**config.mk**
```make
export PLATFORM = sky130hd
export DESIGN_NAME = level_meter_scheduler
export DESIGN_NICKNAME = d
export VERILOG_FILES = /design/src/rtl/level_meter_pkg.sv /design/src/rtl/level_meter_scheduler_rr_arbiter.sv /design/src/rtl/level_meter_scheduler.sv
export SDC_FILE = /design/constraint.sdc
export NUM_CORES = 1
export LEC_CHECK = 0
export BUFFER_PORTS_ARGS = -buffer_cell sky130_fd_sc_hd__buf_2
export CORE_MARGIN = 1.5
export CORE_UTILIZATION = 33
export DETAILED_ROUTE_END_ITERATION = 6
export MAX_ROUTING_LAYER = met4
export PLACE_DENSITY_LB_ADDON = 0.2
export SYNTH_ARGS = -nofsm -noshare
export SYNTH_HDL_FRONTEND = slang
export SYNTH_SLANG_ARGS = --single-unit
```
**constraint.sdc**
```tcl
create_clock -name clk -period 4.82 [get_ports clk]
set_clock_uncertainty 0.1 [all_clocks]
set_input_delay 0.482 -clock clk [delete_from_list [all_inputs] [get_ports clk]]
set_output_delay 0.482 -clock clk [all_outputs]
set_load 0.02 [all_outputs]
```
**src/rtl/level_meter_pkg.sv**
```systemverilog
// Shared types for the level-meter scheduler: FSM state encoding and index-width helper.
package level_meter_pkg;

  typedef enum logic [1:0] {
    ARB    = 2'd0,
    UPDATE = 2'd1,
    EMIT   = 2'd2
  } state_e;

  // A channel index always needs at least one bit, even for a single stream.
  function automatic int chanIdxWidth(input int n);
    return (n > 1) ? $clog2(n) : 1;
  endfunction

endpackage

```
**src/rtl/level_meter_scheduler_rr_arbiter.sv**
```systemverilog
// Combinational round-robin arbiter: picks the first requester after the last grant.
module rr_arbiter #(
  parameter int N  = 2,
  parameter int IW = 1
) (
  input  logic [N-1:0]  req,
  input  logic [IW-1:0] last,
  input  logic          enable,
  output logic [N-1:0]  grant,
  output logic [IW-1:0] grant_idx,
  output logic          any
);

  int   cand;
  logic found;

  // Walk last+1 .. last+N so the previously granted channel has the lowest priority.
  always_comb begin
    grant     = '0;
    grant_idx = '0;
    found     = 1'b0;
    cand      = 0;
    for (int i = 1; i <= N; i++) begin
      cand = (int'(last) + i) % N;
      if (enable && !found && req[IW'(cand)]) begin
        found             = 1'b1;
        grant[IW'(cand)]  = 1'b1;
        grant_idx         = IW'(cand);
      end
    end
    any = found;
  end

endmodule

```
**src/rtl/level_meter_scheduler.sv**
```systemverilog
// Time-shares one peak-to-peak (max minus min) datapath between several audio
// sample streams, emitting one tagged result per completed section.
module level_meter_scheduler
  import level_meter_pkg::*;
#(
  parameter  int CHANNELS     = 2,
  parameter  int SAMPLE_COUNT = 735,
  parameter  int WIDTH        = 16,
  localparam int CW           = chanIdxWidth(CHANNELS)
) (
  input  logic                      clk,
  input  logic                      reset,
  input  logic [CHANNELS-1:0]       i_valid,
  output logic [CHANNELS-1:0]       i_ready,
  input  logic [CHANNELS*WIDTH-1:0] i_value,
  output logic                      o_valid,
  input  logic                      o_ready,
  output logic [CW-1:0]             o_channel,
  output logic [WIDTH-1:0]          o_value
);

  localparam int CNTW = $clog2(SAMPLE_COUNT + 1);

  state_e            state_q, state_d;
  logic [CW-1:0]     last_grant_q;
  logic [CW-1:0]     chan_q;
  logic [WIDTH-1:0]  sample_q;
  logic [WIDTH-1:0]  max_q   [CHANNELS];
  logic [WIDTH-1:0]  min_q   [CHANNELS];
  logic [CNTW-1:0]   count_q [CHANNELS];
  logic              o_valid_q;
  logic [CW-1:0]     o_channel_q;
  logic [WIDTH-1:0]  o_value_q;

  logic [CHANNELS-1:0] grant;
  logic [CW-1:0]       grant_idx;
  logic                grant_any;
  logic                section_done;

  // Arbitration only happens in ARB, so i_ready never depends on o_ready.
  rr_arbiter #(
    .N  (CHANNELS),
    .IW (CW)
  ) u_arb (
    .req       (i_valid),
    .last      (last_grant_q),
    .enable    (state_q == ARB),
    .grant     (grant),
    .grant_idx (grant_idx),
    .any       (grant_any)
  );

  assign i_ready      = grant;
  assign section_done = (count_q[chan_q] == CNTW'(SAMPLE_COUNT));

  always_comb begin
    state_d = state_q;
    case (state_q)
      ARB:     if (grant_any) state_d = UPDATE;
      UPDATE:  state_d = section_done ? EMIT : ARB;
      EMIT:    if (o_ready) state_d = ARB;
      default: state_d = ARB;
    endcase
  end

  // The sample that closes a section seeds the next one, hence max/min <= sample.
  always_ff @(posedge clk) begin
    if (!reset) begin
      state_q      <= ARB;
      last_grant_q <= CW'(CHANNELS - 1);
      chan_q       <= '0;
      sample_q     <= '0;
      o_valid_q    <= 1'b0;
      o_channel_q  <= '0;
      o_value_q    <= '0;
      for (int c = 0; c < CHANNELS; c++) begin
        max_q[c]   <= '0;
        min_q[c]   <= '1;
        count_q[c] <= '0;
      end
    end else begin
      state_q <= state_d;
      case (state_q)
        ARB: begin
          if (grant_any) begin
            sample_q     <= i_value[grant_idx*WIDTH +: WIDTH];
            chan_q       <= grant_idx;
            last_grant_q <= grant_idx;
          end
        end
        UPDATE: begin
          if (section_done) begin
            o_value_q       <= max_q[chan_q] - min_q[chan_q];
            o_channel_q     <= chan_q;
            o_valid_q       <= 1'b1;
            max_q[chan_q]   <= sample_q;
            min_q[chan_q]   <= sample_q;
            count_q[chan_q] <= '0;
          end else begin
            if (sample_q > max_q[chan_q]) max_q[chan_q] <= sample_q;
            if (sample_q < min_q[chan_q]) min_q[chan_q] <= sample_q;
            count_q[chan_q] <= count_q[chan_q] + 1'b1;
          end
        end
        EMIT: begin
          if (o_ready) o_valid_q <= 1'b0;
        end
        default: ;
      endcase
    end
  end

  assign o_valid   = o_valid_q;
  assign o_channel = o_channel_q;
  assign o_value   = o_value_q;

endmodule

```
==> run metrics, run 1 <==
top cell type by total area after synthesis=edfxtp_1; critical path's slowest cell=a2111oi_2; Mapped Cells=629; crit path DAT=about 3700 ps; DPL Wire Length=11.3 mm; share of layout cells above drive strength 1=17.1%; slew margin rel.=a little under a third; Hold Startpoint=o_ready; Detailed Routing Iterations Pass 1=5; Die Y=~150 um; GR Layer Usage met3=under 10%; clock sink count=around 120; DRT antenna net count=0; Ports=between 50 and 60; Slew Limit Fails=0; initial antenna violation count=0; non-filler cells, final=972; Die ar.=approximately 22,000 sq um; routed len/inst=~16 um; site row count=52; Crit Path Max Fanout=22; Worst Hold Depth=4; Post-synth EDFFs=between 80 and 90; Worst R2R Setup Slack=about 1200 ps; Hold WC Path Type=input pin to flop; via/cell ratio=about 4.9; hold_buf cts=0; CTS tree=done; Final Hold Viols=0; worst flop-to-flop path endpoint=max_q[0][15]; total gr overflow=0; total power=roughly 2.8 mW; GR Layer Usage met1=approximately a fifth; gr usage total=between 15 and 20%; final setup vio count=0; status=finished clean; Main synth FF type=edfxtp_1; Slew @ Worst Pin=between 1000 and 1500 ps; post-synth net total=between 700 and 800; critical path's largest stage delay=between 700 and 800 ps; CP top delay family=compound AO/OA/AOI/OAI gates; gp weighted congestion=approximately 0.79; largest net degree at the start of global routing=37; placed cell areas=approximately 7500 sq um; Hold EP=o_valid; ys async rst share=0%; CP bufs+invs=2; die width=148 um; clock-pin slew on the worst setup and hold paths=60 ps; CP required=4890 ps; DP Cell Count=940; GR Layer Usage met2=22.5%; Root Buffer=clkbuf_16; post_cts resized=0; Post-CTS Setup Inserts=0; yosys warns=0; Final period util=roughly three quarters; number of port buffers=54; Core Box Area=around 20,000 sq um; vias in the first global route=4,698; Setup TNS=0 ps; MaxCap Viol Count=0; Startpoint Class=flop; post-synthesis sequential area ratio=between 40% and 50%; R2R depth=10; DR vias=4,787; ranking of synthesized cells by area=edfxtp_1, dfxtp_1, mux2i_1; crit path time final=3640 ps; Num CTS Buffers=17; FMAX=around 270 MHz; Mapped Area=6930 sq um; Worst VDD drop=between 0.2 and 0.25 mV; Clk Latency, worst-skew pair=420 ps; Netlist cell types=about 60; Layout area overhead=16.8%; gr busiest metal=met2; clock buffer depth=2; Setup Crit Path Kind=flop to flop; commonest cells after routing, fill and taps aside=edfxtp_1, mux2i_1, nor2_1, buf_2, ha_1; Leak=3.28 nW; first-pass GRT wire length=about 25 mm; initial core utilization=approximately a third; # DRC=0; H-Tree Depth=4; final instance area=8100 sq um; commonest non-fill, non-tap cell in the layout=edfxtp_1; RSZ-0062 raised after global routing=no; crit end category=flop; Critical Path Most Common Cell=buf_4; Avg Inst Size Synth=~11 sq um; Power Density=approximately 340 nW/um^2; antenna cells=0; worst path cell trace=buf_4 -> mux2i_1 -> ha_1 -> a21o_1 -> a221oi_1 -> o21ai_1 -> a2111oi_2 -> o31ai_1 -> buf_4 -> and2_1; post-synthesis register bit count=~120; WL final=15.3 mm; post-synth top area share=between 30 and 40%; Iteration-0 DRC Markers=255; Layout Nets=slightly below 800
==> worst max-delay path by stage <==
| stage | startpoint | to | cells after the start |
|---|---|---|---|
| after floorplan | flop | max_q[0][0] | 11 |
| after global placement | flop | max_q[0][9] | 10 |
| after detailed placement | flop | max_q[0][11] | 10 |
| after CTS | flop | max_q[0][2] | 10 |
| after global routing | flop | max_q[0][6] | 10 |
| final | flop | max_q[0][15] | 10 |
==> Yosys cell counts, types with 14 or more instances <==
| cell type | instances |
|---|---|
| mux2i_1 | 64 |
| edfxtp_1 | 84 |
| a21oi_1 | 26 |
| nand2_1 | 30 |
| xnor2_1 | 14 |
| ha_1 | 47 |
| inv_1 | 21 |
| dfxtp_1 | 39 |
| and2_1 | 34 |
| or2_1 | 31 |
| a211oi_1 | 18 |
| nor2_1 | 62 |
==> logic make-up (layout without fill, tap and decap cells) <==
group	after synthesis	after routing	share of synthesized area, %
mux	67	67	9.73
compound gates	108	108	11.2
simple gates	216	216	16.8
flops	123	123	47.7
fa+ha+maj	48	48	8.78
xor+xnor	22	22	2.78
other cells	1	1	0.0541
buf+inv	44	117	2.96
==> through the flow <==
stage	utilization [%]	setup slack, ps	hold WS [ps]
2_1_floorplan	-	633	402
3_3_place_gp	36.7	1310	353
3_5_place_dp	36.7	1160	364
4_1_cts	39.6	1130	241
5_1_grt	39.6	887	283
6_report	39.6	1180	250
==> power breakdown <==
part | switching [mW] | total (mW) | leakage [nW] | internal, mW
Combinational | 0.186 | 0.318 | 1.89 | 0.132
Sequential | 0.0436 | 1.21 | 1.10 | 1.17
Clock | 0.506 | 1.25 | 0.290 | 0.745
==> sequential cells by signal, summed over array words and instances, names as in the netlist, named ones only <==
register / count
count_q: 20
last_grant_q: 1
state_q: 2
max_q: 32
min_q: 32
o_valid: 1
chan_q: 1
sample_q: 16
o_value: 16
o_channel: 1
==> layer usage <==
layer / vias to the layer above / routed length [um]
li1: 2419 / -
met1: 2251 / 7880
met2: 104 / 6640
met3: 13 / 599
met4: 0 / 157
met5: - / 0
==> layout make-up <==
class                           instances  area [sq um]
Fill cell                            2012         12300
Multi-Input combinational cell        462          3440
Sequential cell                       123          3300
Clock buffer                           20           489
Timing Repair Buffer                   64           345
Tap cell                              270           338
Clock inverter                         12           100
Inverter                               21          78.8
==> worst min-delay path, delay by kind of cell <==
family,cells,cell delay (ps)
buf+inv,1,90
simple gates,2,110
compound gates,1,50
(Power assumes the default switching activity.)
==> run 2, diff against run 1 <==
- clock period: 4.82 -> 2.9 ns (I/O delays scaled with it)
==> run metrics, run 2 (synthesized netlist as in run 1, its figures left out) <==
gr busiest metal=met2; crit end category=flop; Net Sw Frac=25.9% (-0.51 points); routed len/inst=16.5 um (+4.8%); Num CTS Buffers=17 (unchanged); clock sink count=123 (unchanged); largest net degree at the start of global routing=37 (unchanged); Crit path depth=11 (+1); critical path's slowest cell=dfxtp_4; Gate power share=15.4% (+4.0 points); Power Density=542 nW/um^2 (+58%); RSZ-0062 raised after global routing=yes; initial antenna violation count=0 (unchanged); Slew Limit Fails=0 (unchanged); antenna cells=0 (unchanged); Iteration-0 DRC Markers=252 (-1.2%); Final period util=103% (+27 points); Critical Path Most Common Cell=buf_4; slew margin rel.=66.1% (+36 points); Detailed Routing Iterations Pass 1=5 (unchanged); Final Hold Viols=0 (unchanged); GR Layer Usage met2=24.2% (+1.7 points); DRT antenna net count=0 (unchanged); crit path DAT=3050 ps (-670 ps); CP top delay family=compound AO/OA/AOI/OAI gates; Die Y=148 um (unchanged); Slew @ Worst Pin=494 ps (-550 ps); Setup Crit Path Kind=flop to flop; share of layout cells above drive strength 1=32.7% (+16 points); via/cell ratio=4.85 (-1.5%); Crit Path Max Fanout=8 (-64%); Ports=57 (unchanged); worst path cell trace=buf_12 -> mux2i_4 -> ha_4 -> a21o_1 -> a221oi_2 -> o21ai_2 -> a2111oi_4 -> buf_4 -> o31ai_2 -> buf_4 -> and2_1; Setup TNS=-3380 ps (-3380 ps); gp weighted congestion=0.790 (+0.11%); site row count=52 (unchanged); Int Power=3.74 mW (+83%); initial core utilization=33.9% (unchanged); fin worst setup slack=-74.3 ps (-1250 ps); DP Cell Count=1,009 (+7.3%); commonest cells after routing, fill and taps aside=edfxtp_1, buf_4, nor2_1, buf_2, mux2i_1; CP required=2980 ps (-1910 ps); clock-pin slew on the worst setup and hold paths=60 ps (about the same); Die ar.=21,900 sq um (unchanged); MaxCap Viol Count=0 (unchanged); Clk Latency, worst-skew pair=420 ps (about the same); crit path time final=2970 ps (-668 ps); Layout area overhead=34.3%; largest registers=max_q (32), min_q (32), count_q (20); Leak=3.84 nW (+17%); Layout Nets=859 (+11%); R2R depth=11 (+1); GR Layer Usage met3=2.69% (-0.062 points); DPL Wire Length=12.4 mm (+9.2%); gr usage total=16.4% (+1.3 points); first-pass GRT wire length=26.7 mm (+8.0%); Core Box Area=20,400 sq um (unchanged); status=complete, but fails checks; WL final=17.4 mm (+14%); commonest non-fill, non-tap cell in the layout=edfxtp_1; Worst Hold Depth=4 (unchanged); non-filler cells, final=1,057 (+8.7%); vias in the first global route=5,058 (+7.7%); CTS tree=done; Startpoint Class=flop; total gr overflow=0 (unchanged); clock power share=44.9% (about the same); # DRC=0 (unchanged); DR vias=5,129 (+7.1%); GR Layer Usage met1=22.8% (+2.0 points); clock buffer depth=2 (unchanged); number of port buffers=54 (unchanged); critical path's largest stage delay=370 ps (-350 ps); Hold WC Path Type=input pin to flop; CP bufs+invs=3 (+1); switching pwr=1.31 mW (+78%); sequential share of power=39.7% (-3.9 points); Worst VDD drop=0.421 mV (+100%); final setup vio count=102 (+102); FMAX=336 MHz (+22%); Root Buffer=clkbuf_16; hold_buf cts=0 (unchanged); failing checks=negative setup slack; die width=148 um (unchanged); H-Tree Depth=4 (unchanged)
## run 2: cell types whose count changed in the layout (fill, tap and decap cells not counted), moves of 5 or more
cell     previous run  this run
a21oi_1            26        21
and2_1             34        19
and2_4              0        15
buf_12              0         5
buf_4              10        80
buf_6               0         6
ha_1               47        42
mux2i_1            64        51
mux2i_4             0         9
## run 2: area by class of cell
type                    instances  area (sq um)
clock buffers                  18           450
clock inverters                14           185
fillers                      1968         11100
inverters                      21          78.8
multi-input cells             462          3820
flip-flops and latches        123          3310
well taps                     270           338
repair buffers                149          1130
## run 2: through the flow
stage               cell area (sq um)  setup WS [ps]  hold slack [ps]  power (mW)  utilization, %
floorplan                        7020           -563              376        2.44               -
global placement                 8140           -156              355        2.69            39.9
detailed placement               8140           -272              358        2.71            39.9
CTS                              8940          -73.9             57.7        5.01            43.8
global route                     9310           -179              104        5.24            45.6
finish                           9310          -74.3             61.1        5.05            45.6
## run 2: worst reg2reg max path, stage by stage, from the launching register on
cell       delay (ps)
dfxtp_4           370
buf_12            160
mux2i_4           290
ha_4              230
a21o_1            180
a221oi_2          280
o21ai_2           110
a2111oi_4         340
buf_4             200
o31ai_2           110
buf_4             190
and2_1            170
## run 2: layer usage
metal | vias to the layer above | wire length, um
li1 | 2598 | -
met1 | 2408 | 8820
met2 | 109 | 7750
met3 | 14 | 592
met4 | 0 | 244
met5 | - | 0
## run 2: timing repair
| item | in CTS | in global routing |
|---|---|---|
| gates resized for setup | 22 | 62 |
| setup buffers | 4 | 9 |
| gates cloned | 0 | 4 |
| pin swaps | 6 | 16 |
| endpoints found under the setup margin | 120 | 149 |
## run 2: path summary, 6_finish.rpt
check                           startpoint           to  slack, ps
worst max-delay path                  flop  max_q[1][6]        -70
worst min-delay path               o_ready      o_valid         60
worst max register to register        flop  max_q[1][6]        -70
worst min register to register     o_valid      o_valid        370
## run 2: power by group through the flow
stage | clock network [mW] | logic [mW] | registers [mW]
finish | 2.27 | 0.776 | 2.01
global route | 2.38 | 0.850 | 2.01
CTS | 2.30 | 0.719 | 2.00
detailed placement | 0 | 0.679 | 2.03
global placement | 0 | 0.665 | 2.03
floorplan | 0 | 0.422 | 2.02
